--- src/rtl/jt12_kon_defs.sv ---
// Shared constants and types for the key-on scheduler.
// Register 0x28 field layout and FIFO entry format.
package jt12_kon_defs;

  localparam int SLOTS_DEF = 24;
  localparam int DEPTH_DEF = 4;

  localparam int MASK_HI = 7;
  localparam int MASK_LO = 4;
  localparam int CH_HI   = 2;
  localparam int CH_LO   = 0;

  localparam logic [1:0] CH_BAD = 2'b11;

  typedef enum logic {
    ST_IDLE,
    ST_APPLY
  } st_e;

  typedef struct packed {
    logic [3:0] op;
    logic [2:0] ch;
  } kon_t;

  function automatic logic ch_bad(
    input logic [2:0] ch
  );
    return ch[1:0] == CH_BAD;
  endfunction

endpackage

--- src/rtl/jt12_kon_fifo.sv ---
// Small synchronous FIFO holding pending key-on writes.
// Pointers carry a wrap bit to tell full from empty.
module jt12_kon_fifo #(
  parameter int DEPTH = 4,
  parameter int W     = 7
) (
  input  logic         clk,
  input  logic         rst,
  input  logic         push,
  input  logic         pop,
  input  logic [W-1:0] din,
  output logic [W-1:0] dout,
  output logic         full,
  output logic         empty
);

  localparam int AW = $clog2(DEPTH);

  logic [W-1:0] r_mem [DEPTH];
  logic [AW:0]  r_wptr;
  logic [AW:0]  r_rptr;
  logic         w_push;
  logic         w_pop;

  assign empty  = r_wptr == r_rptr;
  assign full   = (r_wptr[AW] != r_rptr[AW]) &&
                  (r_wptr[AW-1:0] == r_rptr[AW-1:0]);
  assign w_push = push && !full;
  assign w_pop  = pop && !empty;
  assign dout   = r_mem[r_rptr[AW-1:0]];

  // Pointer update; storage itself needs no reset
  always_ff @(posedge clk) begin
    if (rst) begin
      r_wptr <= '0;
      r_rptr <= '0;
    end else begin
      if (w_push) r_wptr <= r_wptr + 1'b1;
      if (w_pop)  r_rptr <= r_rptr + 1'b1;
    end
  end

  // Entry storage
  always_ff @(posedge clk) begin
    if (w_push) r_mem[r_wptr[AW-1:0]] <= din;
  end

endmodule

--- src/rtl/jt12_kon_sched.sv ---
// Key-on write scheduler: queues 0x28 writes and holds
// up_keyon for one full slot revolution per write.
module jt12_kon_sched
  import jt12_kon_defs::*;
#(
  parameter int SLOTS = SLOTS_DEF,
  parameter int DEPTH = DEPTH_DEF
) (
  input  logic       clk,
  input  logic       rst,
  input  logic       wr_valid,
  input  logic [7:0] wr_data,
  output logic       wr_ready,
  output logic [3:0] keyon_op,
  output logic [2:0] keyon_ch,
  output logic       up_keyon,
  output logic       busy,
  output logic       ovf,
  output logic       bad_ch,
  input  logic       flag_clr
);

  localparam int CW = $clog2(SLOTS);

  st_e         r_state;
  st_e         w_nxt;
  logic [CW-1:0] r_cnt;
  logic [3:0]  r_op;
  logic [2:0]  r_ch;
  logic        r_ovf;
  logic        r_bad;

  kon_t        w_in;
  kon_t        w_head;
  logic [6:0]  w_dout;
  logic        w_full;
  logic        w_empty;
  logic        w_wr_bad;
  logic        w_push;
  logic        w_pop;
  logic        w_end;
  logic        w_ovf_set;
  logic        w_unused;

  assign w_unused  = wr_data[3];
  assign w_in.op   = wr_data[MASK_HI:MASK_LO];
  assign w_in.ch   = wr_data[CH_HI:CH_LO];
  assign w_wr_bad  = wr_valid && ch_bad(w_in.ch);
  assign w_push    = wr_valid && !w_wr_bad && !w_full;
  assign w_ovf_set = wr_valid && !w_wr_bad && w_full;
  assign w_head    = kon_t'(w_dout);

  jt12_kon_fifo #(
    .DEPTH (DEPTH),
    .W     (7)
  ) u_fifo (
    .clk   (clk),
    .rst   (rst),
    .push  (w_push),
    .pop   (w_pop),
    .din   (w_in),
    .dout  (w_dout),
    .full  (w_full),
    .empty (w_empty)
  );

  // State, window counter and applied-write registers
  always_ff @(posedge clk) begin
    if (rst) begin
      r_state <= ST_IDLE;
      r_cnt   <= '0;
      r_op    <= '0;
      r_ch    <= '0;
    end else begin
      r_state <= w_nxt;
      if (w_pop) begin
        r_op  <= w_head.op;
        r_ch  <= w_head.ch;
        r_cnt <= '0;
      end else if (w_end) begin
        r_cnt <= '0;
      end else if (r_state == ST_APPLY) begin
        r_cnt <= r_cnt + 1'b1;
      end
    end
  end

  // Next state: leave APPLY only when a window ends dry
  always_comb begin
    w_nxt = r_state;
    unique case (r_state)
      ST_IDLE:  if (!w_empty) w_nxt = ST_APPLY;
      ST_APPLY: if (w_end && w_empty) w_nxt = ST_IDLE;
      default:  w_nxt = ST_IDLE;
    endcase
  end

  // Outputs: pop at window start or back-to-back reload
  always_comb begin
    w_end    = (r_state == ST_APPLY) &&
               (r_cnt == CW'(SLOTS - 1));
    w_pop    = !w_empty &&
               ((r_state == ST_IDLE) || w_end);
    up_keyon = r_state == ST_APPLY;
    busy     = up_keyon || !w_empty;
    wr_ready = !w_full;
    keyon_op = r_op;
    keyon_ch = r_ch;
    ovf      = r_ovf;
    bad_ch   = r_bad;
  end

  // Sticky error flags; a new event beats flag_clr
  always_ff @(posedge clk) begin
    if (rst) begin
      r_ovf <= 1'b0;
      r_bad <= 1'b0;
    end else begin
      if (w_ovf_set)     r_ovf <= 1'b1;
      else if (flag_clr) r_ovf <= 1'b0;
      if (w_wr_bad)      r_bad <= 1'b1;
      else if (flag_clr) r_bad <= 1'b0;
    end
  end

endmodule

--- config.mk ---
export PLATFORM = sky130hd
export DESIGN_NAME = jt12_kon_sched
export DESIGN_NICKNAME = d
export VERILOG_FILES = /design/src/rtl/jt12_kon_defs.sv /design/src/rtl/jt12_kon_fifo.sv /design/src/rtl/jt12_kon_sched.sv
export SDC_FILE = /design/constraint.sdc
export NUM_CORES = 1
export LEC_CHECK = 0
export CAP_MARGIN = 20
export CORE_MARGIN = 2
export CORE_UTILIZATION = 49
export DETAILED_ROUTE_END_ITERATION = 16
export GPL_TIMING_DRIVEN = 0
export PLACE_DENSITY = 0.74
export SLEW_MARGIN = 30
export SYNTH_ARGS = -nofsm -noshare
export SYNTH_HDL_FRONTEND = slang
export SYNTH_SLANG_ARGS = --single-unit
--- constraint.sdc ---
create_clock -name clk -period 1.6 [get_ports clk]
set_input_delay 0.4 -clock clk [delete_from_list [all_inputs] [get_ports clk]]
set_output_delay 0.4 -clock clk [all_outputs]
set_load 0.05 [all_outputs]
* Word-level counts from Yosys, hierarchy flattened
Memory sizes are Yosys's and may differ from the RTL's. A register that Yosys moved wholly into a read port is not among the register bits. Cells that the tools add are included.
Storage, ports and cells: bits of input ports 12, word-level logic and storage cells 42, memories kept 1, flip-flop bits (word level) 14, RAM bits 28, output and inout bits 12
Cells by class: muxes and demuxes 8, reduce and logical (&&, ||, !) cells 18, equal/unequal tests 5, bitwise operators 1, add/sub/neg operators 3
Memory list:
- u_fifo.r_mem | depth 4, width 7, read ports 1, clocked after memory_dff 1, write ports 1, RTL line jt12_kon_fifo.sv:19 | logic [W-1:0] r_mem [DEPTH];
Operator list (number):
- 1-bit logical AND | 10
- 1-bit two-way mux | 7
- 3-bit by 1-bit adder with 3-bit output (second input constant) | 2
- 5-bit by 1-bit adder with 5-bit output (second input constant) | 1
- 5-bit equality test (second input constant) | 1
- 2-bit nonzero test | 2
- 3-bit equality test | 1
- 1-bit logical NOT | 3
- 3-bit OR reduction | 1
- 2-bit equality test | 1
- 2-bit equality test (second input constant) | 1
- 1-bit logical OR | 2
- 1-bit case mux with 2 select lines | 1
- 1-bit != test | 1
- 1-bit inverter | 1

* Longest topological paths before layout
Gate-level depths: netlist of the first run.
word-level depth 8, gate-level depth with buffers 6, gate-level depth less buffers 5

* Modules after synthesis
Synthesis of the first run repeated with hierarchy kept, for this count alone.
Second synthesis, totals: cell total of the unflattened synthesis 204, area, all modules 2422.3 µm²
Modules (own cells, without submodules):
- jt12_kon_fifo | cells each 105, instances 1, area an instance 1589.0 µm², sequential area each 1001.0 µm²
- jt12_kon_sched | cells each 99, instances 1, area an instance 833.3 µm², sequential area each 300.3 µm²

* Least setup slack after synthesis of the first run
OpenSTA, ideal clock, no wires.
path kind reg2out, start register r_state (netlist: up_keyon), end output port busy, required time 1.200 ns, buffers on the path 1, cell stages (with the launch flop) 3, slack -0.200 ns, arrival 1.400 ns, cell sequence dfxtp_1 -> clkbuf_1 -> nand2b_1
On the way: word-level cells in the longest chain between the ends 1
RTL lines:
- from (decl) | RTL line jt12_kon_sched.sv:25 | st_e r_state;
- from (signal assigned) | RTL line jt12_kon_sched.sv:75 | r_state <= w_nxt;
- 1-bit logical OR | RTL line jt12_kon_sched.sv:105 | busy = up_keyon || !w_empty;
- to (decl) | RTL line jt12_kon_sched.sv:17 | output logic busy,
Every way passes these cells.

* Worst setup path after layout of the first run
start register u_fifo.r_rptr[1], end output port busy
On the way: word-level cells in the longest chain between the ends 3
RTL lines:
- from (decl) | RTL line jt12_kon_fifo.sv:21 | logic [AW:0] r_rptr;
- from (signal assigned) | RTL line jt12_kon_fifo.sv:39 | if (w_pop) r_rptr <= r_rptr + 1'b1;
- 3-bit equality test | RTL line jt12_kon_fifo.sv:25 | assign empty = r_wptr == r_rptr;
- 1-bit logical NOT | RTL line jt12_kon_sched.sv:105
- 1-bit logical OR | RTL line jt12_kon_sched.sv:105
Every way passes these cells.

==> results of run 1 <==
==> registers in the layout (all words and copies together) (netlist names) <==
signal	flops
u_fifo.r_mem	28
keyon_op	4
keyon_ch	3
r_cnt	5
bad_ch	1
up_keyon	1
u_fifo.r_wptr	3
ovf	1
u_fifo.r_rptr	3
==> power groups by stage <==
stage	combinational [mW]	clock, mW	sequential, mW
floorplan	0.731	0	1.87
global placement	1.34	0	1.58
detailed placement	1.37	0	1.59
CTS	1.37	0.870	1.56
global route	1.72	0.930	1.63
finish	1.63	0.862	1.61
==> worst paths after layout <==
kind	from	to	cells after the start
max	u_fifo.r_rptr[1]	busy	5
min	bad_ch	bad_ch	2
max reg2reg	r_cnt[0]	keyon_op[2]	6
min reg2reg	bad_ch	bad_ch	2
==> cell type report <==
type	count	area [sq um]
fillers	274	1290
clock inverters	3	41.3
well taps	50	62.6
repair buffers	39	350
clock buffers	5	68.8
inverters	3	11.3
multi-input cells	83	853
flip-flops and latches	49	1280
plain buffers	5	35.0
==> timing repair <==
item / 4_1_cts / 5_1_grt
setup endpoints to repair: 53 / 50
gates cloned: 0 / 1
hold endpoints to repair: 0 / 0
setup buffers: 3 / 13
pin swaps: 1 / 10
resized for setup: 40 / 42
==> kinds of logic (layout without fill, tap and decap cells) <==
logic type,after synthesis,count (layout),synth area share (%)
simple gates,37,37,9.48
compound gates,13,13,4.28
mux,17,17,13.9
xor+xnor,10,10,4.28
buf+inv,9,55,2.75
flops,49,49,61.7
fa+ha+maj,6,6,3.67
==> routing by layer <==
layer / global-route usage, % / routed length, um / vias up
li1: - / - / 617
met1: 21.7 / 1620 / 626
met2: 30.3 / 2300 / 19
met3: 4.87 / 113 / 6
met4: 8.25 / 72 / 0
met5: 0 / 0 / -
==> cell usage after synthesis <==
master,instances
sky130_fd_sc_hd__edfxtp_1,28
sky130_fd_sc_hd__dfxtp_1,21
sky130_fd_sc_hd__nor2_1,14
sky130_fd_sc_hd__mux2i_1,10
sky130_fd_sc_hd__a21oi_1,7
sky130_fd_sc_hd__mux4_1,7
sky130_fd_sc_hd__ha_1,6
sky130_fd_sc_hd__xnor2_1,5
sky130_fd_sc_hd__xor2_1,5
sky130_fd_sc_hd__and2_1,4
sky130_fd_sc_hd__buf_6,3
sky130_fd_sc_hd__clkbuf_1,3
sky130_fd_sc_hd__inv_1,3
sky130_fd_sc_hd__nand3b_1,3
sky130_fd_sc_hd__nand4_1,3
sky130_fd_sc_hd__nor3_1,3
sky130_fd_sc_hd__nand2_1,2
sky130_fd_sc_hd__nand2b_1,2
sky130_fd_sc_hd__nand3_1,2
sky130_fd_sc_hd__a21bo_2,1
sky130_fd_sc_hd__a21boi_0,1
sky130_fd_sc_hd__a31o_2,1
sky130_fd_sc_hd__a32oi_1,1
sky130_fd_sc_hd__and3_2,1
sky130_fd_sc_hd__nand4b_1,1
sky130_fd_sc_hd__nor2b_1,1
sky130_fd_sc_hd__o22a_1,1
sky130_fd_sc_hd__o31a_1,1
sky130_fd_sc_hd__or2b_1,1
==> through the flow <==
step	util, %	setup TNS [ps]	setup WS [ps]
6_report	67.7	-527	-170
5_1_grt	67.7	-2380	-220
4_1_cts	62.1	-1730	-263
3_5_place_dp	58.3	-24010	-767
3_3_place_gp	58.3	-22480	-720
2_1_floorplan	-	0	67.5
==> critical path: cells and delay by family (launching register included) <==
kind | cells | cell delay (ps)
XOR/XNOR | 1 | 160
buffers and inverters | 2 | 280
AND/OR/NAND/NOR | 2 | 300
flip-flops | 1 | 330
==> run metrics, run 1 <==
run status=finished, violations left; violations in the final reports=negative setup slack; proportion of power drawn by combinational gates=about two fifths; antenna diode count=0; core area=0.00400 sq mm; count of buffers from port buffering=22; detailed-route DRC error count=0; highest achievable clock rate=between 500 and 600 MHz; CTS tree=done; biggest area contributors in the synthesized netlist=sky130_fd_sc_hd__edfxtp_1 41%, sky130_fd_sc_hd__dfxtp_1 21%, sky130_fd_sc_hd__mux4_1 9.0%; classification of the worst-slack hold path=reg2reg; normalized max-slew margin=approximately two thirds; leading cell type in the layout, fill and taps excluded=sky130_fd_sc_hd__edfxtp_1; global-route wire length before repair=just under 6 mm; starting utilization of the core area=51.1%; Period Utilization, post-route=111%; final critical-path setup slack=-170 ps; Die ar.=approximately 0.0047 sq mm; top cell type by total area after synthesis=sky130_fd_sc_hd__edfxtp_1; R2R Setup Slk=-40 ps; delay of the slowest cell on the worst path=approximately 330 ps; area overhead of the layout relative to synthesis=32.4%; DRC marker count from the first detailed-route iteration=between 50 and 60; post-layout min period=roughly 1800 ps; arrival time worst endpoint=1370 ps; final antenna-violating net count=0; cell area after technology mapping=0.00205 sq mm; sequence of cells on the critical path=buf_6 -> xnor2_4 -> and3_4 -> nand2b_4 -> buf_8; Clock Sinks=49; max cap viols=0; die outline width=around 69 um; vias in the first global route=around 1200; DP Wirelength=2.46 mm; Sw Share=about a third; Vert. Die Dim=about 70 um; instance count of the mapped netlist=between 100 and 150; number of unique standard cell types used by synthesis=29; clock transition time at the flip-flop clock pins of the worst setup and hold paths=90 ps; largest net degree at the start of global routing=16; power dissipated by switching net loads=around 1.4 mW; worst hold slack=~480 ps; placed cell area=roughly 0.0023 sq mm; total number of H-tree levels=2; clock insertion delay at the later pin of the skew report=300 ps; required time worst endpoint=~1200 ps; part of the Yosys area used for sequential elements=~62%; top fanout value on the critical path=6; IO Count=24; clock tree root driver cell=sky130_fd_sc_hd__clkbuf_8; maximum VDD drop=approximately 0.7 mV; row cnt=23; RSZ-0062 raised after global routing=yes; kind of capture point of the worst setup path=primary output; Ys Warns=0; drt via density=5.35; WS Path Type=reg2out; Static Leak=between 0.9 and 1 nW; total iterations of the first detailed-routing run=4; total wire length after detailed routing=4.10 mm; global-route usage over all layers=a little under a fifth; Non-Filler Cell Area, Final=roughly 0.0027 sq mm; transition time of the tightest slew-check pin=slightly above 500 ps; via count of the routed design=1268; drt wl/cell=between 15 and 20 um; average size of a mapped cell=between 10 and 15 sq um; non-filler instance count after layout=about 240; commonest non-fill, non-tap cells in the layout=28 x sky130_fd_sc_hd__edfxtp_1, 15 x sky130_fd_sc_hd__buf_4, 14 x sky130_fd_sc_hd__nor2_1; master of the slowest instance on the critical path=sky130_fd_sc_hd__dfxtp_2; count of nets after finishing=between 200 and 250; part of the total power dissipated in the clock network=21.0%; Max Root-Sink Buffers=2; register bit count reported by yosys=roughly 50; initial antenna violation count=0; total power divided by cell area=about 1500 mW/mm^2; total internal power=between 2 and 3 mW; Hold Vio Cnt, Final=0; fraction of synthesized cell area taken by the top area cell type=a little over 40%; fraction of layout cells with a size suffix above 1=30.5%; total power draw=just over 4 mW; number of hold buffers added after CTS=0; count of pins over their slew limit=0; number of setup violations in the final report=11; Sequential Power Share=slightly below 40%; critical path launch point type=register; total congestion overflow after global routing=0; number of cells in the design after placement=between 200 and 250; final worst clock skew=approximately 3.5 ps; CTS Buf Count=5; Synth Net Count=~160; routability congestion estimate=between 0.7 and 0.8
(Power assumes the default switching activity.)
==> run 2: changes to the inputs <==
--- a/config.mk
+++ b/config.mk
@@ -5,12 +5,13 @@
 export SDC_FILE = /design/constraint.sdc
 export NUM_CORES = 1
 export LEC_CHECK = 0
+export ABC_AREA = 1
 export CAP_MARGIN = 20
-export CORE_MARGIN = 2
-export CORE_UTILIZATION = 49
+export CORE_UTILIZATION = 50
 export DETAILED_ROUTE_END_ITERATION = 16
 export GPL_TIMING_DRIVEN = 0
-export PLACE_DENSITY = 0.74
+export PLACE_DENSITY = 0.75
+export SETUP_SLACK_MARGIN = 0.02
 export SLEW_MARGIN = 30
 export SYNTH_ARGS = -nofsm -noshare
 export SYNTH_HDL_FRONTEND = slang
==> run metrics, run 2 <==
capturing element of the worst setup path=busy; global-route usage over all layers=20.9%; number of cells in the design after placement=335; core utilization of the finished layout=68.0%; classification of the worst-slack hold path=reg2reg; xor-xnor portion of the synthesized cell area=2.99%; violations in the final reports=negative setup slack; number of flops mapped to enable cells by yosys=28; share of synthesized cell area in and, or, nand and nor gates=roughly a quarter; total iterations of the first detailed-routing run=4; clock transition time at the flip-flop clock pins of the worst setup and hold paths=about 90 ps; vias in the first global route=~1700; transition time of the tightest slew-check pin=between 400 and 500 ps; Worst path top cell family by delay=simple AND/OR/NAND/NOR gates; total power divided by cell area=1530 mW/mm^2; fraction of layout cells with a size suffix above 1=24.4%; instance count of the mapped netlist=~260; CTS tree=done; drt via density=~5.0; count of nets after finishing=around 330; Ys Warns=0; count of buffers from port buffering=22; WP depth=6; adder and majority cell fraction of the synthesized area=between 3 and 4%; compound-cell area share of the yosys netlist=under 10%; via count of the routed design=approximately 1800; row cnt=24; average size of a mapped cell=8.82 sq um; share of async-settable or async-resettable flops after synthesis=0%; delay of the slowest cell on the worst path=approximately 390 ps; Vert. Die Dim=approximately 70 um; fraction of synthesized cell area taken by the top area cell type=a little over a third; r2r startpoint=u_fifo.r_rptr[1]; launching element of the worst setup path=u_fifo.r_wptr[1]; run status=finished, violations left; top cell type by total area after synthesis=sky130_fd_sc_hd__edfxtp_1; initial antenna violation count=0; DP Wirelength=around 2.9 mm; drt wl/cell=13.7 um; total number of H-tree levels=2; fill count=approximately 330; Main synth FF type=sky130_fd_sc_hd__edfxtp_1; main combinational cell family by area after synthesis=simple AND/OR/NAND/NOR gates; Post-Place Setup Slack=-716 ps; Synth Net Count=around 280; Clock Sinks=49; max FFs per register=28; highest achievable clock rate=564 MHz; Die ar.=0.00488 sq mm; largest net degree at the start of global routing=17; RSZ-0062 raised after global routing=yes; cell occurring most often along the worst timing path=sky130_fd_sc_hd__nand2_4; starting utilization of the core area=between 50% and 60%; Max Root-Sink Buffers=2; core area=0.00438 sq mm; cell area after technology mapping=0.00230 sq mm; final worst clock skew=6.45 ps; maximum VDD drop=between 0.8 and 0.9 mV; clock tree root driver cell=sky130_fd_sc_hd__clkbuf_8; number of setup violations in the final report=9; Hold Vio Cnt, Final=0; non-filler instance count after layout=between 300 and 400; library cell with the highest instance count after synthesis=sky130_fd_sc_hd__nand2_1; top fanout value on the critical path=5; critical path launch point type=register; multiplexer fraction of the synthesized cell area=less than 1%; register bit count reported by yosys=between 40 and 50; WS Path Type=reg2out; leading cell type in the layout, fill and taps excluded=sky130_fd_sc_hd__nand2_1; max cap viols=0; clock insertion delay at the later pin of the skew report=310 ps; total wire length after detailed routing=~5 mm; global-route wire length before repair=between 7 and 8 mm; combined buffer and inverter count along the critical path=2; detailed-route DRC error count=0; antenna diode count=0; R2R Setup Slk=-10 ps; kind of capture point of the worst setup path=primary output; endpoint of the worst-slack reg-to-reg timing path=u_fifo.r_mem[3][0]; final critical-path setup slack=-172 ps; ranking of synthesized cells by instance count=60 x sky130_fd_sc_hd__nand2_1, 49 x sky130_fd_sc_hd__inv_1, 32 x sky130_fd_sc_hd__nor2_1; routability congestion estimate=around 0.8; arrival time worst endpoint=about 1400 ps; area overhead of the layout relative to synthesis=29.6%; normalized max-slew margin=67.7%; IO Count=24; total congestion overflow after global routing=0; master of the slowest instance on the critical path=sky130_fd_sc_hd__dfxtp_4; worst reg2reg path depth=8; count of pins over their slew limit=0; biggest area contributors in the synthesized netlist=sky130_fd_sc_hd__edfxtp_1 37%, sky130_fd_sc_hd__dfxtp_1 18%, sky130_fd_sc_hd__nand2_1 9.8%; sequence of cells on the critical path=inv_4 -> nand2_4 -> nand2_4 -> nand3_4 -> or2_4 -> buf_8; required time worst endpoint=about 1200 ps; final antenna-violating net count=0; total power draw=around 4.6 mW; part of the Yosys area used for sequential elements=around 55%; die outline width=69.8 um; number of unique standard cell types used by synthesis=23; Static Leak=1.38 nW; Period Utilization, post-route=111%; commonest non-fill, non-tap cells in the layout=54 x sky130_fd_sc_hd__nand2_1, 45 x sky130_fd_sc_hd__inv_1, 28 x sky130_fd_sc_hd__nor2_1, 28 x sky130_fd_sc_hd__edfxtp_1, 25 x sky130_fd_sc_hd__nand3_1; CTS Buf Count=5; post-layout min period=~1800 ps; DRC marker count from the first detailed-route iteration=127
run 2: cell families after synthesis:
kind of cell / Yosys count
AOI/OAI and AO/OA: 5
xor gates and xnor gates: 7
buffers and inverters: 59
DFF: 49
adders and majority gates: 6
muxes: 1
and+or+nand+nor: 134
run 2: worst min-delay path, delay by kind of cell (launching register included):
family | cells | cell delay, ps
simple gates | 2 | 120
flops | 1 | 330
run 2: repair_timing:
action	4_1_cts	5_1_grt
resized for setup	49	31
setup endpoints to repair	40	44
setup buffers	15	12
hold buffers	0	0
pin swaps	8	10
run 2: stage by stage:
step                setup TNS [ps]  instance area [sq um]  hold slack (ps)
floorplan                    -15.1                   2350              469
global route                  -901                   2980              518
global placement            -20890                   2630              453
finish                        -289                   2980              485
CTS                           -398                   2890              465
detailed placement          -20890                   2630              454
run 2: per-layer routing:
layer	global-route usage [%]	wire (um)
met5	0	0
met2	35.5	2650
met1	25.0	1950
met3	5.96	300
met4	8.44	80
run 2: layout make-up:
| class | count | area (sq um) | share of cell area, % |
|---|---|---|---|
| Sequential cell | 49 | 1280 | 43.1 |
| Clock inverter | 3 | 21.3 | 0.713 |
| Buffer | 5 | 32.5 | 1.09 |
| Inverter | 51 | 204 | 6.84 |
| Timing Repair Buffer | 46 | 413 | 13.8 |
| Clock buffer | 5 | 68.8 | 2.31 |
| Multi-Input combinational cell | 153 | 893 | 30.0 |
| Tap cell | 52 | 65.1 | 2.18 |
run 2: report_power, final:
group          switching, mW  internal [mW]  leakage, nW
Clock                  0.431          0.311       0.0462
Combinational           1.35          0.832        0.901
Sequential             0.131           1.52        0.432
run 2: how the worst min path moves through the flow:
stage	start	slack [ps]	cells after the start	to
floorplan	rst	470	1	bad_ch
global placement	bad_ch	450	2	bad_ch
detailed placement	ovf	450	2	ovf
CTS	ovf	470	2	ovf
global route	keyon_ch[1]	520	2	keyon_ch[1]
finish	keyon_ch[0]	480	2	keyon_ch[0]
